### src/rtl/multicycle_ctrl_fsm.sv
// Multicycle MIPS control unit with integrated PC-enable path.
// Drives every datapath select and write strobe from a single registered
// state; outputs are decoded from state (pc_en also sees zero and mem_ready).
//
// state  | meaning
// -------+---------------------------------------------------------------
// FETCH  | read instruction at PC, PC+4; waits for mem_ready
// DECODE | register read, branch target into ALUOut, dispatch on opcode
// MEMADR | ALUOut <= A + sign-extended imm (lw/sw address)
// MEMRD  | load read, held until mem_ready
// MEMWB  | write load data to rt
// MEMWR  | store write, held until mem_ready
// EXEC   | R-type ALU operation
// ALUWB  | write R-type result to rd
// IEXEC  | addi/andi/ori ALU operation
// IWB    | write immediate result to rt
// BEQ    | compare, take branch if equal
// BNE    | compare, take branch if not equal
// JUMP   | load jump target
// JAL    | r31 <= PC (already +4), load jump target
// TRAP   | illegal instruction; left only by reset
module multicycle_ctrl_fsm #(
    parameter int ALU_CTRL_W      = 3,
    parameter bit TRAP_ON_ILLEGAL = 1'b1,
    parameter bit ENABLE_JAL      = 1'b1
) (
    input  logic                  clk,
    input  logic                  rst,
    input  logic [5:0]            opcode,
    input  logic [5:0]            funct,
    input  logic                  zero,
    input  logic                  mem_ready,
    output logic                  pc_en,
    output logic                  iord,
    output logic                  mem_write,
    output logic                  ir_write,
    output logic                  reg_write,
    output logic [1:0]            reg_dst,
    output logic [1:0]            mem_to_reg,
    output logic                  alu_src_a,
    output logic [1:0]            alu_src_b,
    output logic                  imm_zext,
    output logic [1:0]            pc_src,
    output logic [ALU_CTRL_W-1:0] alu_ctrl,
    output logic                  trap
);

    localparam logic [ALU_CTRL_W-1:0] ALU_ADD = ALU_CTRL_W'(3'b010);
    localparam logic [ALU_CTRL_W-1:0] ALU_SUB = ALU_CTRL_W'(3'b110);
    localparam logic [ALU_CTRL_W-1:0] ALU_AND = ALU_CTRL_W'(3'b000);
    localparam logic [ALU_CTRL_W-1:0] ALU_OR  = ALU_CTRL_W'(3'b001);
    localparam logic [ALU_CTRL_W-1:0] ALU_SLT = ALU_CTRL_W'(3'b111);

    typedef enum logic [3:0] {
        S_FETCH, S_DECODE, S_MEMADR, S_MEMRD, S_MEMWB, S_MEMWR, S_EXEC, S_ALUWB,
        S_IEXEC, S_IWB, S_BEQ, S_BNE, S_JUMP, S_JAL, S_TRAP
    } state_t;

    state_t state;
    state_t state_next;
    state_t illegal_next;
    logic   pc_write;
    logic   branch;
    logic   branch_ne;
    logic   funct_ok;
    logic [ALU_CTRL_W-1:0] funct_alu;

    assign illegal_next = TRAP_ON_ILLEGAL ? S_TRAP : S_FETCH;

    // R-type funct decode: legality and ALU operation
    always_comb begin
        funct_ok  = 1'b1;
        funct_alu = ALU_ADD;
        case (funct)
            6'h20:   funct_alu = ALU_ADD;
            6'h22:   funct_alu = ALU_SUB;
            6'h24:   funct_alu = ALU_AND;
            6'h25:   funct_alu = ALU_OR;
            6'h2A:   funct_alu = ALU_SLT;
            default: funct_ok  = 1'b0;
        endcase
    end

    // State register; reset returns to FETCH, aborting any instruction in flight
    always_ff @(posedge clk or negedge rst) begin
        if (!rst) state <= S_FETCH;
        else      state <= state_next;
    end

    // Next-state and output decode
    always_comb begin
        state_next = state;
        iord       = 1'b0;
        mem_write  = 1'b0;
        ir_write   = 1'b0;
        reg_write  = 1'b0;
        reg_dst    = 2'b00;
        mem_to_reg = 2'b00;
        alu_src_a  = 1'b0;
        alu_src_b  = 2'b00;
        imm_zext   = 1'b0;
        pc_src     = 2'b00;
        alu_ctrl   = ALU_ADD;
        trap       = 1'b0;
        pc_write   = 1'b0;
        branch     = 1'b0;
        branch_ne  = 1'b0;
        case (state)
            S_FETCH: begin
                alu_src_b = 2'b01;
                ir_write  = mem_ready;
                pc_write  = mem_ready;
                if (mem_ready) state_next = S_DECODE;
            end
            S_DECODE: begin
                alu_src_b = 2'b11;
                case (opcode)
                    6'h23, 6'h2B:        state_next = S_MEMADR;
                    6'h00:               state_next = funct_ok ? S_EXEC : illegal_next;
                    6'h08, 6'h0C, 6'h0D: state_next = S_IEXEC;
                    6'h04:               state_next = S_BEQ;
                    6'h05:               state_next = S_BNE;
                    6'h02:               state_next = S_JUMP;
                    6'h03:               state_next = ENABLE_JAL ? S_JAL : illegal_next;
                    default:             state_next = illegal_next;
                endcase
            end
            S_MEMADR: begin
                alu_src_a  = 1'b1;
                alu_src_b  = 2'b10;
                state_next = (opcode == 6'h2B) ? S_MEMWR : S_MEMRD;
            end
            S_MEMRD: begin
                iord = 1'b1;
                if (mem_ready) state_next = S_MEMWB;
            end
            S_MEMWB: begin
                mem_to_reg = 2'b01;
                reg_write  = 1'b1;
                state_next = S_FETCH;
            end
            S_MEMWR: begin
                iord      = 1'b1;
                mem_write = 1'b1;
                if (mem_ready) state_next = S_FETCH;
            end
            S_EXEC: begin
                alu_src_a  = 1'b1;
                alu_ctrl   = funct_alu;
                state_next = S_ALUWB;
            end
            S_ALUWB: begin
                reg_dst    = 2'b01;
                reg_write  = 1'b1;
                state_next = S_FETCH;
            end
            S_IEXEC: begin
                alu_src_a = 1'b1;
                alu_src_b = 2'b10;
                case (opcode)
                    6'h0C: begin alu_ctrl = ALU_AND; imm_zext = 1'b1; end
                    6'h0D: begin alu_ctrl = ALU_OR;  imm_zext = 1'b1; end
                    default: alu_ctrl = ALU_ADD;
                endcase
                state_next = S_IWB;
            end
            S_IWB: begin
                reg_write  = 1'b1;
                state_next = S_FETCH;
            end
            S_BEQ, S_BNE: begin
                alu_src_a  = 1'b1;
                alu_ctrl   = ALU_SUB;
                pc_src     = 2'b01;
                branch     = (state == S_BEQ);
                branch_ne  = (state == S_BNE);
                state_next = S_FETCH;
            end
            S_JUMP: begin
                pc_src     = 2'b10;
                pc_write   = 1'b1;
                state_next = S_FETCH;
            end
            S_JAL: begin
                reg_dst    = 2'b10;
                mem_to_reg = 2'b10;
                reg_write  = 1'b1;
                pc_src     = 2'b10;
                pc_write   = 1'b1;
                state_next = S_FETCH;
            end
            S_TRAP: begin
                trap = 1'b1;
            end
            default: state_next = S_FETCH;
        endcase

        // While reset is held the outputs go quiet at once, not at the next edge
        if (!rst) begin
            iord       = 1'b0;
            mem_write  = 1'b0;
            ir_write   = 1'b0;
            reg_write  = 1'b0;
            reg_dst    = 2'b00;
            mem_to_reg = 2'b00;
            alu_src_a  = 1'b0;
            alu_src_b  = 2'b00;
            imm_zext   = 1'b0;
            pc_src     = 2'b00;
            alu_ctrl   = ALU_ADD;
            trap       = 1'b0;
            pc_write   = 1'b0;
            branch     = 1'b0;
            branch_ne  = 1'b0;
        end

        pc_en = pc_write | (branch & zero) | (branch_ne & ~zero);
    end

endmodule

### config.mk
export PLATFORM = sky130hd
export DESIGN_NAME = multicycle_ctrl_fsm
export DESIGN_NICKNAME = d
export VERILOG_FILES = /design/src/rtl/multicycle_ctrl_fsm.sv
export SDC_FILE = /design/constraint.sdc
export NUM_CORES = 1
export LEC_CHECK = 0
export CAP_MARGIN = 20
export CORE_MARGIN = 4
export CORE_UTILIZATION = 33
export CTS_BUF_LIST = sky130_fd_sc_hd__clkbuf_8
export CTS_CLUSTER_DIAMETER = 120
export DETAILED_ROUTE_END_ITERATION = 7
export GPL_TIMING_DRIVEN = 0
export PLACE_DENSITY = 0.69
export SETUP_SLACK_MARGIN = 0.5
export SLEW_MARGIN = 20
export SYNTH_ARGS = -nofsm -noshare
export SYNTH_HDL_FRONTEND = slang
export SYNTH_SLANG_ARGS = --single-unit
### constraint.sdc
create_clock -name clk -period 1.3 [get_ports clk]
set_input_delay 0.26 -clock clk [delete_from_list [all_inputs] [get_ports clk]]
set_output_delay 0.26 -clock clk [all_outputs]
set_load 0.03 [all_outputs]
==> results of run 1 <==
[metrics by stage]
stage | hold slack [ps] | power [mW] | cells
after floorplan | -35.59 | 1.735 | 115
after global placement | 527.3 | 2.207 | 176
after detailed placement | 544.8 | 2.228 | 176
after CTS | 517.6 | 3.614 | 205
after global routing | 232.7 | 4.232 | 210
final | 216.5 | 4.076 | 210
[repair_timing]
action                                  in CTS  in global routing
hold endpoints to repair                     4                  0
pin swaps                                   25                 15
hold buffers                                 1                  0
setup buffers                               24                  5
endpoints found under the setup margin      23                 24
gates resized for setup                    200                 11
gates cloned                                 1                  0
[synth_stat cells (2+ instances only)]
cell and n:
sky130_fd_sc_hd__nand4_1 2, sky130_fd_sc_hd__inv_1 2, sky130_fd_sc_hd__a22oi_1 2, sky130_fd_sc_hd__buf_2 3, sky130_fd_sc_hd__nor2b_1 3, sky130_fd_sc_hd__nor3_1 5, sky130_fd_sc_hd__a21oi_1 6, sky130_fd_sc_hd__and2_1 2
sky130_fd_sc_hd__dfrtp_1 4, sky130_fd_sc_hd__o21ai_0 5, sky130_fd_sc_hd__nor2_1 20, sky130_fd_sc_hd__and3_1 2, sky130_fd_sc_hd__buf_4 2, sky130_fd_sc_hd__inv_2 2, sky130_fd_sc_hd__xor2_1 3, sky130_fd_sc_hd__nor3_2 3
sky130_fd_sc_hd__a211oi_1 2, sky130_fd_sc_hd__nand2b_1 3, sky130_fd_sc_hd__o21ai_1 5, sky130_fd_sc_hd__nand3_1 5, sky130_fd_sc_hd__clkbuf_1 3, sky130_fd_sc_hd__nand2_1 10
[kinds of logic (layout without fill, tap and decap cells)]
kind of cell              Yosys count  after routing  synth area share
AOI/OAI and AO/OA                  30             30            0.2557
DFF                                 4              4            0.1303
muxes                               1              1           0.01303
and+or+nand+nor                    64             64            0.4788
buffers and inverters              13             80           0.08794
xor gates and xnor gates            3              3           0.03421
[area by class of cell]
class                   instances  area share
multi-input cells              98      0.4848
repair buffers                 64      0.3424
plain buffers                   9     0.07020
flip-flops and latches          4     0.05430
clock buffers                   3     0.02185
well taps                      28     0.01854
inverters                       4    0.007947
[final timing paths]
path / endpoint / slack, ps / start
max: alu_ctrl[1] / -570 / state[3]
min: state[3] / 220 / rst
max reg2reg: state[0] / -330 / state[0]
min reg2reg: state[1] / 850 / state[2]
max in group asynchronous: state[2] / 890 / rst
min in group clk: state[3] / 550 / opcode[2]
[power by group]
group	total (mW)	internal [mW]	switching (mW)	leakage [nW]
Combinational	3.54	1.75	1.79	0.727
Sequential	0.265	0.192	0.0737	0.0483
Clock	0.266	0.198	0.0679	0.0216
[per-layer routing]
layer | track usage | up-vias
met5 | 0 | -
met4 | 0.07797 | 0
met2 | 0.4324 | 91
met3 | 0.03678 | 10
met1 | 0.3000 | 587
li1 | - | 550
==> out/metrics.yaml, run 1 <==
outcome:
  run_status: "complete, but fails checks"
  failed_checks: "negative setup slack"
global_route:
  initial_antenna_violation_count: 0
  grt_start_max_net_pins: 11
  track_usage: 0.2442
  first_global_vias: 1255
  globalRouteOverflowTotal: 0
  first_pass_grt_wire_length_um: 6134
critical_path:
  start_kind: "register"
  critical_path_class: "register to output port"
  critical-path-max-stage-delay_ps: 360
  worst-endpoint-arrival_ps: 1610
  r2r_depth: 8
  cp_top_family: "simple AND/OR/NAND/NOR gates"
  critPathSlowestCell: "sky130_fd_sc_hd__dfrtp_1"
  path_depth: 6
  crit_chain: "buf_6 -> nor2b_4 -> and2_4 -> o21ai_2 -> nand3b_1 -> buf_6"
  critPathMostFrequentCell: "sky130_fd_sc_hd__buf_6"
  crit_end_element: "output port"
  critPathBufInv: 2
  crit_path_max_fanout: 7
  critPathRequiredTime_ps: 1040
finish:
  area_delta_synth_final_pct: 145.9
  largest_registers: "state x4"
  filler_cell_count: 101
  final_cell_area_sq_um: 1889
  layout.cells.most_common_list: "sky130_fd_sc_hd__buf_6, sky130_fd_sc_hd__buf_4, sky130_fd_sc_hd__nor2_1, sky130_fd_sc_hd__nor2_4"
  nNetsFinal: 200
  layout-drive-gt1-share: 0.6813
  largest-register: "state"
  multiInputGateArea_sq_um: 915.9
  seq_area_sq_um: 102.6
  largest_register_ffs: 4
  most_common_library_cell_in_the_layout_ignoring_fill_and_taps: "sky130_fd_sc_hd__buf_6"
  n_antenna_cell: 0
  final_core_util: 0.8541
sta:
  rsz0062_at_grt: "true"
  post-route-period-util: 1.438
  slew_viol_final: 0
  maxSlewHeadroom: 0.8001
  hold_violations: 0
  final.setup_skew_ps: 9.032
  report.final.setup_viol: 22
  setup_slack_ps: -569.4
  worst_slew_pin_slew_ps: 299.3
  clock.fmax_mhz: 534.9
  timing.final.crit_period_ps: 1869
  setup-tns-final_ps: -8256
clocking:
  cts_inserted_buffers: 3
  cts.path.max_buffers: 2
  tritoncts: "done"
  tritoncts_num_sinks: 4
  clock_tree.htree_level_count: 1
  insertion_delay_ps: 220
  clkTransAtPathRegs_ps: 40
  clock-root-buffer: "sky130_fd_sc_hd__clkbuf_8"
routing:
  dr_wl_met2_um: 2232
  num_vias: 1238
  top_layer: "met4"
  detail-route-antenna-nets: 0
  detailroute.wirelength.met3_um: 343
  vias_per_cell: 5.895
  drt_pre_antenna_iters: 4
  detail_route.wirelength.met1_um: 1688
  routedWlPerCell_um: 20.64
  drt_iter0_markers: 76
  wirelength_um: 4334
  drc_violation_count_after_routing: 0
yosys:
  ys_warn_count: 0
  synthDominantCellAreaShare: 0.1303
  synth_top_cells_by_area: "sky130_fd_sc_hd__dfrtp_1, sky130_fd_sc_hd__nor2_1, sky130_fd_sc_hd__nand2_1, sky130_fd_sc_hd__a21oi_1, sky130_fd_sc_hd__nor3_2"
  yosys.cell_types.count: 43
  fraction_of_synthesis_flops_using_an_asynchronous_set_or_reset_pin: 1.000
  synthDominantAreaCellType: "sky130_fd_sc_hd__dfrtp_1"
  post_synth.cell_area_avg_sq_um: 6.680
  postSynthNetCount: 131
  yosys_register_bits: 4
  synth-main-ff-cell: "sky130_fd_sc_hd__dfrtp_1"
  synth_edf_count: 0
  syn_inst: 115
  synth.yosys.seq_area_share: 0.1303
  syn_area_sq_um: 768.2
floorplan:
  fp.dieArea_sq_um: 3164
  die_x_um: 56.25
  initial_utilization: 0.3473
  coreArea_sq_um: 2212
  height_of_the_chip_um: 56.25
  rows: 17
  boundaryPins: 35
place:
  cell_area_reported_after_detailed_placement_sq_um: 1323
  post-place-ws_ps: -1610
  place_congestion: 0.7759
  port_buffers: 33
  post-dp-hpwl_um: 2026
min_path:
  worst_hold_path_type: "input port to asynchronous set/reset pin"
flow_run:
  drv.max_cap_violation_count: 0
pwr:
  power_leakage_nw: 0.7970
  vdd.ir_drop.worst_mv: 2.105
  power-per-cell-area_nw_per_um2: 2157
Power figures use the tool's default switching activity.
==> inputs of run 2 (changes only) <==
- SKIP_LAST_GASP: default -> 1
- TNS_END_PERCENT: default -> 100
==> run 2 against run 1 <==
Effect of this change: the flow still finishes with violations (negative setup slack); routed wire length up 7.7%; sequential power up 3%; clock power up 2%; first-iteration DRC count down 33%; non-clock buffer count up 2; via count up 3.6%; register-to-register slack worse by 80 ps; die area unchanged; cell area up 1.7%; combinational power up 3%; worst setup slack worse by 100 ps; highest routed layer unchanged.
==> out/metrics.yaml, run 2 (same netlist as run 1, synthesis figures left out) <==
outcome:
  run_status: "complete, but fails checks"
  failed_checks: "negative setup slack"
flow_run:
  drv.max_cap_violation_count: 0
place:
  post-place-ws_ps: -1610
  place_congestion: 0.7759
  post-dp-hpwl_um: 2026
  port_buffers: 33
routing:
  drt_pre_antenna_iters: 4
  vias_per_cell: 6.052
  wirelength_um: 4666
  drt_iter0_markers: 51
  num_vias: 1283
  routedWlPerCell_um: 22.01
  drc_violation_count_after_routing: 0
  detail-route-antenna-nets: 0
critical_path:
  critPathRequiredTime_ps: 1040
  r2r-start: "state[1]"
  worst_setup_path_endpoint: "alu_ctrl[1]"
  crit_chain: "nand2b_4 -> clkbuf_16 -> and2_4 -> o21ai_2 -> nand3b_1 -> buf_6"
  cp_top_family: "simple AND/OR/NAND/NOR gates"
  critPathSlowestCell: "sky130_fd_sc_hd__dfrtp_1"
  path_depth: 6
  ff2ff_setup_slack_ps: -410
  critPathBufInv: 2
  worst-endpoint-arrival_ps: 1710
  r2r_endpoint: "state[2]"
  start_kind: "register"
  critical_path_class: "register to output port"
  r2r_depth: 9
  critical-path-max-stage-delay_ps: 410
  setup.worst_path.start: "state[1]"
  crit_path_max_fanout: 3
  crit_end_element: "output port"
finish:
  layout-drive-gt1-share: 0.7120
  most_common_library_cell_in_the_layout_ignoring_fill_and_taps: "sky130_fd_sc_hd__buf_6"
  filler_cell_count: 98
  area_delta_synth_final_pct: 150.2
  largest-register: "state"
  largest_register_ffs: 4
  n_antenna_cell: 0
  largest_registers: "state x4"
  layout.cells.most_common_list: "sky130_fd_sc_hd__buf_6, sky130_fd_sc_hd__buf_4, sky130_fd_sc_hd__nor2_4, sky130_fd_sc_hd__nor2_1"
  nNetsFinal: 202
  final_core_util: 0.8688
clocking:
  clock-root-buffer: "sky130_fd_sc_hd__clkbuf_8"
  clkTransAtPathRegs_ps: 40
  clock_tree.htree_level_count: 1
  cts_inserted_buffers: 3
  tritoncts: "done"
  cts.path.max_buffers: 2
  tritoncts_num_sinks: 4
  insertion_delay_ps: 230
sta:
  clock.fmax_mhz: 507.6
  report.final.setup_viol: 22
  setup_slack_ps: -670.0
  slew_viol_final: 0
  hold_violations: 0
  maxSlewHeadroom: 0.7706
  worst_slew_pin_slew_ps: 344.2
  final.setup_skew_ps: 8.698
  timing.final.crit_period_ps: 1970
  rsz0062_at_grt: "true"
  worst_hold_slack_ps: 219.6
  post-route-period-util: 1.515
global_route:
  first_pass_grt_wire_length_um: 6175
  track_usage: 0.2471
  initial_antenna_violation_count: 0
  globalRouteOverflowTotal: 0
  first_global_vias: 1258
  grt_start_max_net_pins: 11
floorplan:
  boundaryPins: 35
  height_of_the_chip_um: 56.25
  die_x_um: 56.25
  rows: 17
  fp.dieArea_sq_um: 3164
  initial_utilization: 0.3473
  coreArea_sq_um: 2212
pwr:
  power_leakage_nw: 0.8089
  internal_power_mw: 2.195
  power.share.sequential: 0.065
  switching_share: 0.4776
  power-per-cell-area_nw_per_um2: 2186
  pwr-share-comb: 0.870
  vdd.ir_drop.worst_mv: 1.740
  p_switching_mw: 2.007
  p_clk_frac: 0.065
min_path:
  worst_hold_path_type: "input port to asynchronous set/reset pin"
run 2: cell count changes in the layout (fill, tap and decap cells not counted), sizes merged:
cell,delta
buf,+2
clkdlybuf4s15,-2
clkbuf,+1
clkdlybuf4s50,+1
run 2: layout make-up:
class,count,area [sq um],area share
clock buffers,3,41.29,0.02148
multi-input cells,98,938.4,0.4883
plain buffers,9,132.6,0.06901
inverters,4,15.01,0.007813
well taps,28,35.03,0.01823
flip-flops and latches,4,102.6,0.05339
repair buffers,66,656.9,0.3418
run 2: worst min path at each step:
stage | endpoint | from | slack, ps | cells after the start
floorplan | state[0] | rst | -40 | 0
global placement | state[1] | rst | 530 | 1
global route | state[3] | rst | 230 | 2
finish | state[3] | rst | 220 | 2
CTS | state[3] | opcode[2] | 520 | 5
detailed placement | state[1] | rst | 540 | 1
run 2: per-stage QoR:
stage / cell area, sq um / setup TNS [ps] / std cells / power (mW)
CTS: 1782 / -7019 / 205 / 3.580
floorplan: 957.2 / -2775 / 115 / 1.735
global placement: 1323 / -25980 / 176 / 2.207
detailed placement: 1323 / -26560 / 176 / 2.228
finish: 1922 / -9182 / 212 / 4.202
global route: 1922 / -10090 / 212 / 4.368
run 2: what timing repair did:
action                                  CTS  global route
pin swaps                                25            16
endpoints found under the setup margin   23            27
buffers inserted                         24             7
gates cloned                              1             0
gates resized for setup                 186            30
hold endpoints to repair                  4             0
hold buffers                              1             0
run 2: power by group through the flow:
stage | Combinational [mW] | Clock (mW) | Sequential [mW]
floorplan | 1.50 | 0 | 0.233
global placement | 1.97 | 0 | 0.240
detailed placement | 1.98 | 0 | 0.243
CTS | 3.07 | 0.263 | 0.246
global route | 3.80 | 0.290 | 0.273
finish | 3.66 | 0.272 | 0.274
run 2: metal layers:
metal | part of all wire | wire, um | GRT usage | up-vias
li1 | - | - | - | 558
met1 | 0.38 | 1750 | 0.2921 | 610
met2 | 0.50 | 2345 | 0.4457 | 92
met3 | 0.082 | 383 | 0.04598 | 23
met4 | 0.040 | 187 | 0.07797 | 0
met5 | 0 | 0 | 0 | -
==> RTL change 1 (config.mk and constraints of run 1) <==
Set the parameter `ENABLE_JAL` to 1'b0 (it was 1'b1).
--- a/src/rtl/multicycle_ctrl_fsm.sv
+++ b/src/rtl/multicycle_ctrl_fsm.sv
@@ -23,5 +23,5 @@
     parameter int ALU_CTRL_W      = 3,
     parameter bit TRAP_ON_ILLEGAL = 1'b1,
-    parameter bit ENABLE_JAL      = 1'b1
+    parameter bit ENABLE_JAL      = 1'b0
 ) (
     input  logic                  clk,
Function: changed (Yosys sat finds a counterexample within 4 cycles, from zero or initial values and one cycle with rst low).
==> RTL change 1 against run 1 <==
The run still ends with setup timing left; area after synthesis decreased by 0.16%; first-iteration DRC count down 53%; total power is 12% lower; final cell count decreased by 2.9%; register-to-register slack improved by 0.08 ns; count of clock-buffer cells in the layout unchanged; worst setup slack got worse by 0.16 ns; largest power group unchanged; clock power grew 4%; die area shrank 0.14%; non-clock buffer count decreased by 5; wire length down 7.2%; sequential cell count stayed put; final area shrank 0.79%; sequential power fell by 5%; critical path type is now in -> out.
==> RTL change 1: results (changes against run 1) <==
Max VDD drop: 2140 uV (+1.9%)
share of cells above drive strength 1: 0.614 (-0.0677)
Syn Inst Count: 113 (-1.7%)
CTS root buf: clkbuf_8
first-pass GRT wire length: 5.89 mm (-3.9%)
Setup Skew: 0.00197 ns (-0.00706 ns)
Syn Nets: 129 (-1.5%)
Final Routed Wirelength: 4.02 mm (-7.2%)
largest net degree at the start of global routing: 11 (unchanged)
sequential fraction of the synthesis area: 0.131 (+0.000213)
Syn. warnings: 0 (unchanged)
Synth area leaders: dfrtp_1 (13%), nor2_1 (7.8%), a21oi_1 (5.9%), nand2_1 (4.4%), nand2b_1 (4.1%)
synth cell count leaders: nor2_1 (16), a21oi_1 (9), nand2_1 (9)
P_clk: 0.000277 W (+4%)
R2R setup slack: -0.25 ns (+0.08 ns)
htree depth: 1 (unchanged)
CTS max path bufs: 2 (unchanged)
clock transition at the registers of the reported paths: 0.03 ns
initial drt markers: 36 (-53%)
Tightest Pin Transition: 0.343 ns (+0.0433 ns)
Power Sequential: 0.000252 W (-5%)
ant diodes: 0 (unchanged)
CTS Buf Count: 3 (unchanged)
# nets final: 193 (-3.5%)
clk_lat worst skew: 0.22 ns (about the same)
placed cell count: 174 (-1.1%)
fin cells: 204 (-2.9%)
status: complete, but fails checks
Worst Setup Slack, final: -0.726 ns (-0.156 ns)
gr usage total: 0.234 (-0.0106)
hpwl dp: 2.19 mm (+8.3%)
# setup viols final: 23 (+4.5%)
WP data arrival: 1.77 ns (+0.16 ns)
crit path max fanout: 6 (-1)
fraction of registers with async set/reset: 1.00 (unchanged)
internal power: 0.00188 W (-12%)
top flop regs: state (4)
max incr delay on CP: 0.39 ns (+0.03 ns)
vias in the first global route: 1205 (-4.0%)
RePlAce Congestion: 0.863 (+11%)
Vias/cell: 5.98 (+1.4%)
Netlist cell types: 46 (+7.0%)
Layout fillers: 109 (+7.9%)
Min-Delay Path Class: in -> reg
initial antenna violation count: 0 (unchanged)
drt first pass iters: 4 (unchanged)
IO buf count: 33 (unchanged)
crit path max-delay cell type: or3_4
leak pwr: 0.785 nW (-1.4%)
violated checks: setup timing
RTL change 1: changes by cell type in the layout (fill, tap and decap cells not counted), sizes merged, moves of 3 or more:
| cell | change |
|---|---|
| dlygate4sd2 | +3 |
| nand3 | -3 |
| o21ai | -7 |
| nor2 | -4 |
| nor2b | +3 |
| buf | -7 |
| a21oi | +3 |
RTL change 1: worst paths after layout:
check | from | end | depth (start not counted)
max reg2reg | state[2]$_DFFE_PN0P_ | state[2]$_DFFE_PN0P_ | 8
min in group asynchronous | rst | state[2]$_DFFE_PN0P_ | 2
max | funct[1] | alu_ctrl[0] | 6
min reg2reg | state[0]$_DFFE_PN0P_ | state[1]$_DFFE_PN0P_ | 2
min | opcode[3] | state[1]$_DFFE_PN0P_ | 4
max in group asynchronous | rst | state[0]$_DFFE_PN0P_ | 2
RTL change 1: repair_timing:
item                                    4_1_cts  5_1_grt
buffers inserted                             19        6
hold endpoints to repair                      4        0
hold buffers                                  1        0
gates resized for setup                     156       18
pin swaps                                     9        7
endpoints found under the setup margin       25       23
RTL change 1: critical path, delay by kind of cell:
family	cells	cell delay, ns
AOI/OAI and AO/OA	2	0.30
buffers and inverters	2	0.44
and+or+nand+nor	2	0.77
RTL change 1: kinds of logic (layout without fill, tap and decap cells):
group / count (synthesis) / count (layout) / synth area share
mux: 1 / 1 / 0.0131
compound gates: 33 / 33 / 0.300
xor+xnor: 2 / 2 / 0.0228
flops: 4 / 4 / 0.131
simple gates: 61 / 61 / 0.447
buf+inv: 12 / 75 / 0.0865
RTL change 1: area by class of cell:
class | instances | area [um^2] | share of cell area
tap | 28 | 35.0 | 0.0187
sequential | 4 | 101 | 0.0541
clock inverter | 1 | 3.75 | 0.00200
buffer | 9 | 135 | 0.0721
inverter | 3 | 15.0 | 0.00801
clock buffer | 3 | 41.3 | 0.0220
timing repair buffer | 59 | 584 | 0.312
multi-input combinational | 97 | 958 | 0.511
RTL change 1: metrics by stage:
stage               power (W)  TNS, ns  hold WS (ns)  worst slack [ns]  cell area (um^2)
floorplan             0.00188    -2.22       -0.0356            -0.467              1060
global placement      0.00234   -25.06         0.652             -1.71              1430
detailed placement    0.00236   -25.03         0.646             -1.70              1430
CTS                   0.00327    -7.80         0.480            -0.675              1770
global route          0.00376   -10.84         0.550            -0.780              1870
finish                0.00359    -9.61         0.526            -0.726              1870
RTL change 1: metal layers:
metal	wire [um]	GRT usage
met5	0	0
met4	261	0.0881
met3	308	0.0371
met2	2020	0.427
met1	1430	0.268
==> RTL change 2 (config.mk and constraints of run 1) <==
Without the edit above. Reset style: synchronous (`rst`), changed in one clocked block.
--- a/src/rtl/multicycle_ctrl_fsm.sv
+++ b/src/rtl/multicycle_ctrl_fsm.sv
@@ -83,5 +83,5 @@
 
     // State register; reset returns to FETCH, aborting any instruction in flight
-    always_ff @(posedge clk or negedge rst) begin
+    always_ff @(posedge clk) begin
         if (!rst) state <= S_FETCH;
         else      state <= state_next;
Check against the original RTL: no difference found for any inputs over 10 cycles, from zero or initial values and one cycle with rst low; that may be too few to reach the edited logic, so the function may still have changed.
==> RTL change 2 against run 1 <==
Area after synthesis is 0.16% lower; synthesized cell count decreased by 5.2%; total power shrank 28%; wire length decreased by 6.7%; sequential cell count unchanged; clock power decreased by 4%; worst setup slack improved by 0.084 ns; register-to-register slack lost 0.05 ns; the run still ends with setup timing left; final area down 6.2%; via count fell by 3.2%; highest routed layer unchanged.
==> RTL change 2: results (changes against run 1) <==
Non-CTS buffers: 74 (+1.4%)
met1 GRT Util: 0.244 (-0.0559)
Fin Hold WS: 0.600 ns (+0.383 ns)
# setup viols final: 23 (+4.5%)
Worst Setup Slack, final: -0.485 ns (+0.0841 ns)
status: complete, but fails checks
metal2 WL: 2.03 mm (-9.2%)
synth cell count leaders: nor2_1 (10), nand2b_1 (7), o21ai_0 (7)
violated checks: setup timing
Min-Delay Path Class: in -> reg
inverters: 2 (-2)
number of setup buffers added after CTS: 16 (-33%)
Avg WL per Cell: 19.6 um (-4.9%)
non-clk buf share: 0.398 (-0.0143)
register share of the cell area: 0.0508 (-0.00346)
multi-input gates: 95 (-3.1%)
leak pwr: 0.768 nW (-3.7%)
Setup Skew: 0.00145 ns (-0.00758 ns)
RePlAce Congestion: 0.825 (+6.3%)
Netlist cell types: 45 (+4.7%)
vias in the first global route: 1113 (-11%)
max incr delay on CP: 0.32 ns (-0.04 ns)
post-synthesis mux area share: 0.0131 (+0.0000213)
Net Sw Frac: 0.449 (-0.0257)
WP data arrival: 1.53 ns (-0.08 ns)
-- RTL change 2: cell types whose count changed after synthesis, sizes merged, moves of 3 or more --
cell,before,now
nor4b,2,5
nand2,11,5
o21ai,10,7
dfxtp,0,4
nor2b,3,6
nor2,20,10
nand3,5,2
nor3b,1,4
nand2b,3,7
nor3,8,3
dfrtp,4,0
-- RTL change 2: cell families after synthesis --
family / Yosys count
simple gates: 60
compound gates: 29
buf+inv: 10
xor+xnor: 5
flops: 4
mux: 1
-- RTL change 2: stage by stage --
step	worst slack, ns	cell area, um^2	cells	setup TNS, ns	power, W
finish	-0.485	1770	206	-7.16	0.00293
global route	-0.546	1770	206	-8.27	0.00306
CTS	-0.464	1590	192	-5.82	0.00245
detailed placement	-1.28	1280	171	-21.92	0.00169
global placement	-1.23	1280	171	-21.19	0.00168
floorplan	-0.286	902	109	-1.19	0.00128
-- RTL change 2: worst min-delay path: stages --
cell	delay (ns)
dlymetal6s2s_1	0.17
inv_1	0.16
a22o_1	0.18
